==> src/rtl/matmul_pkg.sv <==
// Shared definitions for the 3x3 matrix-multiply scheduler.
package matmul_pkg;

  localparam int ELEM_W = 16;
  localparam int MAT_W  = 9 * ELEM_W;

  typedef enum logic [1:0] {
    IDLE   = 2'd0,
    LAUNCH = 2'd1,
    WAIT   = 2'd2,
    RESP   = 2'd3
  } state_t;

  // LSB position of element (i,j) inside a packed matrix
  function automatic int elem_lsb(input int i, input int j);
    return (i * 3 + j) * ELEM_W;
  endfunction

endpackage

==> src/rtl/matmul_sched_rr_arbiter.sv <==
// Combinational round-robin arbiter: the requester after i_rr_ptr has top priority.
module rr_arbiter #(
  parameter int N_REQ = 4,
  parameter int IW    = 2
) (
  input  logic [N_REQ-1:0] i_req,
  input  logic [IW-1:0]    i_rr_ptr,
  output logic [N_REQ-1:0] o_grant,
  output logic             o_valid
);

  // scan rr_ptr+1, rr_ptr+2, ... modulo N_REQ; the first set request wins
  always_comb begin
    int w_pos;
    o_grant = '0;
    o_valid = 1'b0;
    w_pos   = 0;
    for (int k = 1; k <= N_REQ; k++) begin
      w_pos = (int'(i_rr_ptr) + k) % N_REQ;
      if (!o_valid && i_req[w_pos[IW-1:0]]) begin
        o_grant[w_pos[IW-1:0]] = 1'b1;
        o_valid                = 1'b1;
      end
    end
  end

endmodule

==> src/rtl/matmul_sched.sv <==
// Shares one 3x3 matrix-multiply engine among N_REQ requesters with a watchdog.
//
// state  | meaning
// IDLE   | arbitrate; capture winner operands into eng_a/eng_b
// LAUNCH | ack + eng_start pulse to/for the owner, watchdog = 0
// WAIT   | watchdog counts; leave on eng_done or timeout
// RESP   | resp_valid pulse to owner, op_count update
module matmul_sched
  import matmul_pkg::*;
#(
  parameter int N_REQ   = 4,
  parameter int TIMEOUT = 64,
  parameter int TO_W    = 7
) (
  input  logic                   i_clk,
  input  logic                   i_rst_n,
  input  logic [N_REQ-1:0]       i_req,
  input  logic [N_REQ*MAT_W-1:0] i_req_a,
  input  logic [N_REQ*MAT_W-1:0] i_req_b,
  output logic [N_REQ-1:0]       o_ack,
  output logic [N_REQ-1:0]       o_resp_valid,
  output logic [MAT_W-1:0]       o_resp_data,
  output logic                   o_resp_err,
  output logic                   o_eng_start,
  output logic                   o_eng_abort,
  output logic [MAT_W-1:0]       o_eng_a,
  output logic [MAT_W-1:0]       o_eng_b,
  input  logic [MAT_W-1:0]       i_eng_result,
  input  logic                   i_eng_done,
  output logic [15:0]            o_op_count
);

  localparam int IW = (N_REQ > 1) ? $clog2(N_REQ) : 1;

  state_t             r_state;
  logic [IW-1:0]      r_rr_ptr;
  logic [N_REQ-1:0]   r_owner;
  logic [TO_W-1:0]    r_wdog;
  logic [N_REQ-1:0]   r_ack;
  logic [N_REQ-1:0]   r_resp_valid;
  logic [MAT_W-1:0]   r_resp_data;
  logic               r_resp_err;
  logic               r_eng_start;
  logic               r_eng_abort;
  logic [MAT_W-1:0]   r_eng_a;
  logic [MAT_W-1:0]   r_eng_b;
  logic [15:0]        r_op_count;

  logic [N_REQ-1:0]   w_grant;
  logic               w_grant_vld;
  logic [IW-1:0]      w_win_idx;
  logic [MAT_W-1:0]   w_win_a;
  logic [MAT_W-1:0]   w_win_b;

  rr_arbiter #(
    .N_REQ (N_REQ),
    .IW    (IW)
  ) u_arb (
    .i_req    (i_req),
    .i_rr_ptr (r_rr_ptr),
    .o_grant  (w_grant),
    .o_valid  (w_grant_vld)
  );

  // turn the one-hot grant into an index and select that requester's operands
  always_comb begin
    w_win_idx = '0;
    w_win_a   = '0;
    w_win_b   = '0;
    for (int r = 0; r < N_REQ; r++) begin
      if (w_grant[r]) begin
        w_win_idx = IW'(r);
        w_win_a   = i_req_a[r*MAT_W +: MAT_W];
        w_win_b   = i_req_b[r*MAT_W +: MAT_W];
      end
    end
  end

  // scheduler FSM; the watchdog counts cycles since eng_start (0 in LAUNCH)
  always_ff @(posedge i_clk) begin
    if (!i_rst_n) begin
      r_state      <= IDLE;
      r_rr_ptr     <= IW'(N_REQ - 1);
      r_owner      <= '0;
      r_wdog       <= '0;
      r_ack        <= '0;
      r_resp_valid <= '0;
      r_resp_data  <= '0;
      r_resp_err   <= 1'b0;
      r_eng_start  <= 1'b0;
      r_eng_abort  <= 1'b0;
      r_eng_a      <= '0;
      r_eng_b      <= '0;
      r_op_count   <= '0;
    end else begin
      r_ack        <= '0;
      r_resp_valid <= '0;
      r_eng_start  <= 1'b0;
      r_eng_abort  <= 1'b0;
      case (r_state)
        IDLE: begin
          if (w_grant_vld) begin
            r_owner     <= w_grant;
            r_rr_ptr    <= w_win_idx;
            r_eng_a     <= w_win_a;
            r_eng_b     <= w_win_b;
            r_ack       <= w_grant;
            r_eng_start <= 1'b1;
            r_wdog      <= '0;
            r_state     <= LAUNCH;
          end
        end
        LAUNCH: begin
          r_wdog  <= r_wdog + 1'b1;
          r_state <= WAIT;
        end
        WAIT: begin
          r_wdog <= r_wdog + 1'b1;
          if (i_eng_done) begin
            r_resp_data  <= i_eng_result;
            r_resp_err   <= 1'b0;
            r_resp_valid <= r_owner;
            r_state      <= RESP;
          end else if (r_wdog == TO_W'(TIMEOUT - 1)) begin
            r_eng_abort  <= 1'b1;
            r_resp_data  <= '0;
            r_resp_err   <= 1'b1;
            r_resp_valid <= r_owner;
            r_state      <= RESP;
          end
        end
        RESP: begin
          if (!r_resp_err && (r_op_count != 16'hFFFF)) begin
            r_op_count <= r_op_count + 16'd1;
          end
          r_state <= IDLE;
        end
        default: r_state <= IDLE;
      endcase
    end
  end

  assign o_ack        = r_ack;
  assign o_resp_valid = r_resp_valid;
  assign o_resp_data  = r_resp_data;
  assign o_resp_err   = r_resp_err;
  assign o_eng_start  = r_eng_start;
  assign o_eng_abort  = r_eng_abort;
  assign o_eng_a      = r_eng_a;
  assign o_eng_b      = r_eng_b;
  assign o_op_count   = r_op_count;

endmodule

==> config.mk <==
export PLATFORM = sky130hd
export DESIGN_NAME = matmul_sched
export DESIGN_NICKNAME = d
export VERILOG_FILES = /design/src/rtl/matmul_pkg.sv /design/src/rtl/matmul_sched_rr_arbiter.sv /design/src/rtl/matmul_sched.sv
export SDC_FILE = /design/constraint.sdc
export NUM_CORES = 1
export LEC_CHECK = 0
export ABC_AREA = 1
export BUFFER_PORTS_ARGS = -buffer_cell sky130_fd_sc_hd__buf_2
export CAP_MARGIN = 20
export CORE_AREA = 2 2 690 692
export CTS_CLUSTER_DIAMETER = 120
export DETAILED_ROUTE_END_ITERATION = 16
export DIE_AREA = 0 0 692 694
export GPL_TIMING_DRIVEN = 0
export HOLD_SLACK_MARGIN = 0.06
export PLACE_DENSITY = 0.3
export SLEW_MARGIN = 40
export SYNTH_ARGS = -nofsm -noshare
export SYNTH_HDL_FRONTEND = slang
export SYNTH_SLANG_ARGS = --single-unit
==> constraint.sdc <==
create_clock -name i_clk -period 5.61 [get_ports i_clk]
set_clock_uncertainty 0.05 [all_clocks]
set_input_delay 0.561 -clock i_clk [delete_from_list [all_inputs] [get_ports i_clk]]
set_output_delay 0.561 -clock i_clk [all_outputs]
set_load 0.02 [all_outputs]
==> results of run 1 <==
flip-flops by register name, indices dropped and copies added (netlist names):
| name | cells |
|---|---|
| o_eng_b | 144 |
| o_eng_abort | 1 |
| r_owner | 4 |
| r_wdog | 7 |
| o_resp_data | 144 |
| o_op_count | 16 |
| o_ack | 4 |
| r_rr_ptr | 2 |
| o_eng_a | 144 |
| o_eng_start | 1 |
| o_resp_valid | 4 |
| o_resp_err | 1 |
| r_state | 2 |
layout make-up:
cell class / count / area share [%]
multi-input cells: 3773 / 29.8
clock inverters: 33 / 0.711
clock buffers: 103 / 4.22
repair buffers: 2201 / 25.5
plain buffers: 334 / 3.35
flip-flops and latches: 474 / 18.2
well taps: 6247 / 15.0
diodes: 150 / 0.721
inverters: 340 / 2.45
how the worst min path moves through the flow:
| stage | start | end |
|---|---|---|
| 6_report | i_req_b[475] | o_eng_b[43]$_SDFFE_PN0P_ |
| 5_1_grt | i_eng_result[120] | o_resp_data[120]$_SDFFE_PN0P_ |
| 2_1_floorplan | r_owner[0]$_SDFFE_PN0P_ | o_resp_valid[0]$_SDFF_PN0_ |
| 4_1_cts | i_req_b[422] | o_eng_b[134]$_SDFFE_PN0P_ |
| 3_5_place_dp | o_eng_a[120]$_SDFFE_PN0P_ | o_eng_a[120]$_SDFFE_PN0P_ |
| 3_3_place_gp | o_eng_b[9]$_SDFFE_PN0P_ | o_eng_b[9]$_SDFFE_PN0P_ |
layer usage:
metal	GRT usage, %	wire [µm]
met5	0	647
met4	5.50	16100
met3	6.71	38600
met2	27.0	189000
met1	17.1	150000
cells in the final DEF (no fill, tap or decap), types with 2 or more instances in the layout:
cell type      count
clkinv_4           6
buf_6             16
a211oi_1           3
nand4_1            4
dfxtp_1          474
nand2_1         2282
bufinv_16          5
a21oi_1          694
inv_1            334
clkinv_2           9
a22oi_1           42
o21ai_0           14
clkbuf_4           2
inv_6              6
inv_2              6
buf_4             37
nand3_1           31
clkbuf_1          97
buf_1             11
nand2_2            6
nor2_1           645
clkbuf_16         79
nor2_4             3
buf_16             3
ha_1              14
nand3_2            2
nor3_1            12
clkbuf_8          13
nor2_2             5
o22ai_1            4
o2111ai_1          2
clkinvlp_4         5
buf_2           1935
dlygate4sd3_1    435
clkinv_8           2
clkbuf_2           9
diode_2          150
stage by stage:
| step | util (%) | cell area [µm²] |
|---|---|---|
| floorplan | - | 28000 |
| global placement | 9.43 | 44600 |
| detailed placement | 9.46 | 44800 |
| CTS | 10.9 | 51700 |
| global route | 11.0 | 51900 |
| finish | 11.0 | 52100 |
kinds of logic (layout without fill, tap and decap cells):
family          after synthesis  after routing  synth area share [%]
simple gates               2995           2995                  40.6
compound gates              763            763                  14.1
buf+inv                     674           3011                  10.7
flops                       474            474                  33.9
fa+ha+maj                    14             14                 0.626
xor+xnor                      1              1                0.0313
other cells                   0            150                     0
critical path, stage by stage, from the launching register on:
cell,delay [ps]
dfxtp_1,670
inv_2,260
ha_1,400
inv_1,100
nand3_2,140
nand2_2,160
nand2_2,80
nor2_4,240
nand2_2,80
nand2_2,80
inv_2,130
nand2_4,490
buf_2,480
buf_2,540
nor2_1,350
nand2_1,510
nand2_1,90
power breakdown:
part           leakage, nW  switching (mW)  internal [mW]
Sequential            3.87           0.407           4.15
Combinational         21.1            21.2           7.22
Clock                 1.25            2.12           2.99
Total                 26.2            23.8           14.4
repair_timing:
item	4_1_cts	5_1_grt
setup endpoints to repair	0	1
hold buffers	435	0
hold endpoints to repair	311	0
gates resized for setup	0	1
==> run summary, run 1 <==
Sequential Area: 9490 µm²
CP startpoint: r_rr_ptr[0]$_SDFFE_PN1P_
dpl cells: 12,934
DP Worst Slack: 170 ps
CP max FO: 12
Final period util: 93.2%
Final Worst Setup Slack: 379 ps
GP Congestion: 0.961
WP data arrival: 5810 ps
Worst Setup Path Type: reg -> reg
RSZ-0062 raised after global routing: false
slew margin rel.: 38.7%
DR WL/cell: 28.9 µm
later-pin clock latency in the skew report: 840 ps
Least-Margin Pin Slew: 920 ps
clock sink count: 474
fin crit period: 5230 ps
Max Root-Sink Buffers: 4
nets: 8,520
#FFs+latches synth: 474
PwrDens: 732 nW/µm²
H-tree levels: 3
io pins: 1,762
Final setup viols: 0
Worst setup SP type: flop
post-synthesis cell type count: 32
Die H: 694 µm
path category of the worst min-delay check: in -> reg
area of the multi-input gates: 15,500 µm²
starting density of the core: 5.91%
Detail Route Antenna Nets: 0
top cells by instance count after synthesis: nand2_1, a21oi_1, nor2_1
Reg2Reg Capture Point: o_eng_b[116]$_SDFFE_PN0P_
number of fill cells in the layout: 56,517
static leakage: 26.2 nW
max capacitance violation total: 0
Total Negative Setup Slacks: 0 ps
Horiz. Die Dim: 692 µm
capture point of the worst path: o_eng_b[116]$_SDFFE_PN0P_
Cell Count, Final, Fillers Out: 13,655
Peak supply drop: 0.000298 V
Post-synth EDFFs: 0
Post-CTS Setup Inserts: 0
Reg-to-Reg Start: r_rr_ptr[0]$_SDFFE_PN1P_
vias in the first global route: 40,854
status: completed
Root Buffer: clkbuf_16
vias per cell: 3.10
post-DP HPWL: 350 mm
largest net degree at the start of global routing: 14
Synth top area share: 33.9%
global route overflow: 0
Req. time, crit path: 6190 ps
Pins Over Slew Limit: 0
R2R depth: 16
via count: 42,377
critical path capture point type: flop
CTS clk-pin slew, worst paths: 50 ps
Detailed Route WL: 394 mm
post-synth top area cell: dfxtp_1
Synth Instances: 4,921
reg-to-reg slack, setup: 380 ps
Final Total Pwr: 38.1 mW
Area Overhead vs Synth: 86.1%
synth warn: 0
Post-Syn Area: 28,000 µm²
FMAX: 191 MHz
most frequent cell after synthesis: nand2_1
Synth Area per Inst: 5.69 µm²
Area contributors post-synth: dfxtp_1, nand2_1, a21oi_1
hold path cells: 5
asr flop ratio synth: 0%
GR Util All Layers: 15.7%
hold slack: 137 ps
core area: 473,000 µm²
sequential area share after synthesis: 33.9%
drc violations: 0
Synth Flop Type: dfxtp_1
global-route wire length before repair: 478 mm
layout cells sized above 1: 29.7%
TritonRoute pass-1 iters: 6
DRT iter0 DRCs: 3,562
antenna violations before repair: 240
Num CTS Buffers: 79
syn_nets: 6,238
TritonCTS clock tree: yes
full die area: 480,000 µm²
final hold vios: 0
PortBufs: 1,761
FP Rows: 253
Note: power is estimated with default switching activity, not from simulation.
==> run 2: changes to the inputs <==
- ABC_AREA: 1 -> not set
- CORE_AREA: 2 2 690 692 -> 2 2 691 693
- CTS_BUF_LIST: not set -> sky130_fd_sc_hd__clkbuf_4
- DIE_AREA: 0 0 692 694 -> 0 0 693 695
==> run 2 against run 1 <==
Largest power group unchanged. Clock power fell by 17%. Fmax down 1.8%. Sequential share of layout area decreased by 2.5 points. Design area rose by 16%. Highest routed layer unchanged. Register-to-register slack worse by 90 ps. Sequential power up 4%. Critical endpoint is now o_eng_a[28]$_SDFFE_PN0P_.
==> run summary, run 2 <==
Post-DP Area: 43,700 µm² (-2.5%)
CP delay by family, top: buffers and inverters
GP Congestion: 0.968 (+0.68%)
Worst path slowest cell: dlygate4sd3_1
dpl cells: 11,431 (-12%)
CP max FO: 10 (-2)
top cells by instance count after synthesis: nand2_1, dfxtp_1, nor2_1
Worst setup SP type: flop
TritonCTS clock tree: yes
nets: 8,112 (-4.8%)
core area: 474,000 µm² (+0.13%)
Horiz. Die Dim: 693 µm (+0.14%)
PwrDens: 503 nW/µm² (-31%)
drc violations: 0 (unchanged)
commonest non-fill, non-tap cell in the layout: buf_2
status: completed
Cell Count, Final, Fillers Out: 13,272 (-2.8%)
worst path cell trace: inv_1 -> ha_1 -> mux4_2 -> nor2b_4 -> a221oi_1 -> a21o_1 -> buf_4 -> buf_4 -> buf_2 -> a2bb2oi_1 -> o32ai_1 -> dlygate4sd3_1 -> dlygate4sd3_1
Synth Instances: 3,407 (-31%)
syn_nets: 4,724 (-24%)
CTS clk-pin slew, worst paths: 60 ps (about the same)
Detail Route Antenna Nets: 0 (unchanged)
DR WL/cell: 31.2 µm (+8.0%)
most frequent cell after synthesis: nand2_1
later-pin clock latency in the skew report: 1260 ps (+420 ps)
Worst Setup Path Type: reg -> reg
Flop pwr share: 15.6% (+3.7 points)
Final period util: 94.9% (+1.7 points)
#FFs+latches synth: 474 (unchanged)
Post-Syn Area: 26,500 µm² (-5.4%)
starting density of the core: 5.59% (-0.33 points)
FMAX: 188 MHz (-1.8%)
clock power share: 14.0% (+0.6 points)
path category of the worst min-delay check: in -> reg
Area contributors post-synth: dfxtp_1, a2bb2oi_1, a311oi_1
DP Worst Slack: 498 ps (+328 ps)
WP data arrival: 6360 ps (+550 ps)
GR Util All Layers: 16.4% (+0.68 points)
post-synth top area cell: dfxtp_1
post-DP HPWL: 360 mm (+3.0%)
Least-Margin Pin Slew: 983 ps (+62.3 ps)
Synth Area per Inst: 7.77 µm² (+37%)
vias in the first global route: 46,363 (+13%)
global-route wire length before repair: 511 mm (+7.0%)
io pins: 1,762 (unchanged)
sw frac: 55.5% (-6.8 points)
DRT iter0 DRCs: 3,836 (+7.7%)
CP bufs+invs: 6 (+1)
Req. time, crit path: 6640 ps (+450 ps)
largest net degree at the start of global routing: 20 (+6)
Post-synth EDFFs: 0 (unchanged)
post-synthesis cell type count: 48 (+50%)
static leakage: 25.4 nW (-3.2%)
Die H: 695 µm (+0.14%)
Detailed Route WL: 414 mm (+4.9%)
full die area: 482,000 µm² (+0.29%)
Synth top area share: 35.8% (+1.9 points)
Peak supply drop: 0.000287 V (-3.9%)
Final Total Pwr: 30.4 mW (-20%)
RSZ-0062 raised after global routing: false
reg-to-reg slack, setup: 280 ps (-90 ps)
Final Worst Setup Slack: 284 ps (-94.9 ps)
clock sink count: 474 (unchanged)
H-tree levels: 4 (+1)
Final setup viols: 0 (unchanged)
asr flop ratio synth: 0% (unchanged)
post-layout instance area: 60,400 µm² (+16%)
vias per cell: 3.45 (+11%)
via count: 45,821 (+8.1%)
Num CTS Buffers: 179 (+130%)
Power Internal: 13.5 mW (-5.8%)
Psw: 16.9 mW (-29%)
critical path capture point type: flop
most frequent cells in the layout: buf_2, dlygate4sd3_1, nand2_1
synth warn: 0 (unchanged)
combinational share of power: 70.4% (-4.3 points)
critical path's largest stage delay: 590 ps (-80 ps)
global route overflow: 0 (unchanged)
max capacitance violation total: 0 (unchanged)
PortBufs: 1,761 (unchanged)
Synth Flop Type: dfxtp_1
FP Rows: 253 (unchanged)
Max Root-Sink Buffers: 4 (unchanged)
TritonRoute pass-1 iters: 5 (-1)
Area Overhead vs Synth: 128%
fin crit period: 5330 ps (+94.9 ps)
final core utilization: 12.8% (+1.7 points)
antenna violations before repair: 248 (+3.3%)
final hold vios: 0 (unchanged)
sequential area share after synthesis: 35.8% (+1.9 points)
slew margin rel.: 34.1% (-4.6 points)
layout cells sized above 1: 32.8% (+3.1 points)
Pins Over Slew Limit: 0 (unchanged)
Root Buffer: clkbuf_4
run 2: cell count changes after synthesis, sizes merged, moves of 21 or more:
cell	before	now
a21oi	694	302
nand2	2289	593
a2bb2oi	0	288
a22oi	42	144
nand3	33	12
buf	238	160
clkbuf	96	276
a311oi	0	288
inv	340	13
nor2	654	461
o32ai	0	288
run 2: cell type report:
class / instances / area, µm²
fillers: 55457 / 413000
repair buffers: 3208 / 23500
multi-input cells: 2484 / 15300
flip-flops and latches: 474 / 9490
well taps: 6247 / 7820
plain buffers: 435 / 1950
clock buffers: 245 / 1840
diodes: 114 / 285
clock inverters: 52 / 241
inverters: 13 / 51.3
run 2: timing repair:
item                                     CTS  global route
buffers inserted                           0             0
endpoints found under the hold margin    455             0
hold buffers                            1430             0
endpoints found under the setup margin     0            32
resized for setup                          0            15
run 2: worst paths after layout:
kind | end | start | depth (start not counted)
setup / recovery | o_eng_a[28]$_SDFFE_PN0P_ | r_rr_ptr[0]$_SDFFE_PN1P_ | 13
hold reg to reg | r_owner[0]$_SDFFE_PN0P_ | r_owner[0]$_SDFFE_PN0P_ | 2
hold / removal | o_eng_a[111]$_SDFFE_PN0P_ | i_req_a[111] | 4
setup reg to reg | o_eng_a[28]$_SDFFE_PN0P_ | r_rr_ptr[0]$_SDFFE_PN1P_ | 13
run 2: through the flow:
stage                     hold WS (ps)  setup TNS (ps)
after detailed placement           393               0
after global placement             395         -376500
final                              324               0
after floorplan                    379               0
after CTS                         60.3               0
after global routing               170               0
run 2: routing by layer:
| metal | track usage [%] | routed length, µm |
|---|---|---|
| met4 | 5.85 | 17000 |
| met5 | 0 | 455 |
| met3 | 6.35 | 41400 |
| met1 | 19.6 | 167000 |
| met2 | 26.4 | 188000 |
run 2: logic make-up after synthesis:
| group | count (synthesis) | synth area share (%) |
|---|---|---|
| compound gates | 1331 | 39.0 |
| simple gates | 1114 | 16.4 |
| flops | 474 | 35.8 |
| buf+inv | 449 | 7.09 |
| xor+xnor | 16 | 0.529 |
| fa+ha+maj | 14 | 0.662 |
| mux | 9 | 0.534 |
run 2: tightest hold or removal path: cells and delay by family:
family / cells / cell delay, ps
buf+inv: 2 / 650
compound gates: 2 / 350
run 2: power by group through the flow:
stage | combinational (mW) | sequential, mW | clock [mW]
finish | 21.4 | 4.75 | 4.24
global route | 22.7 | 4.82 | 4.62
CTS | 21.5 | 4.75 | 4.51
detailed placement | 18.9 | 4.81 | 0
global placement | 18.7 | 4.82 | 0
floorplan | 8.12 | 5.45 | 0
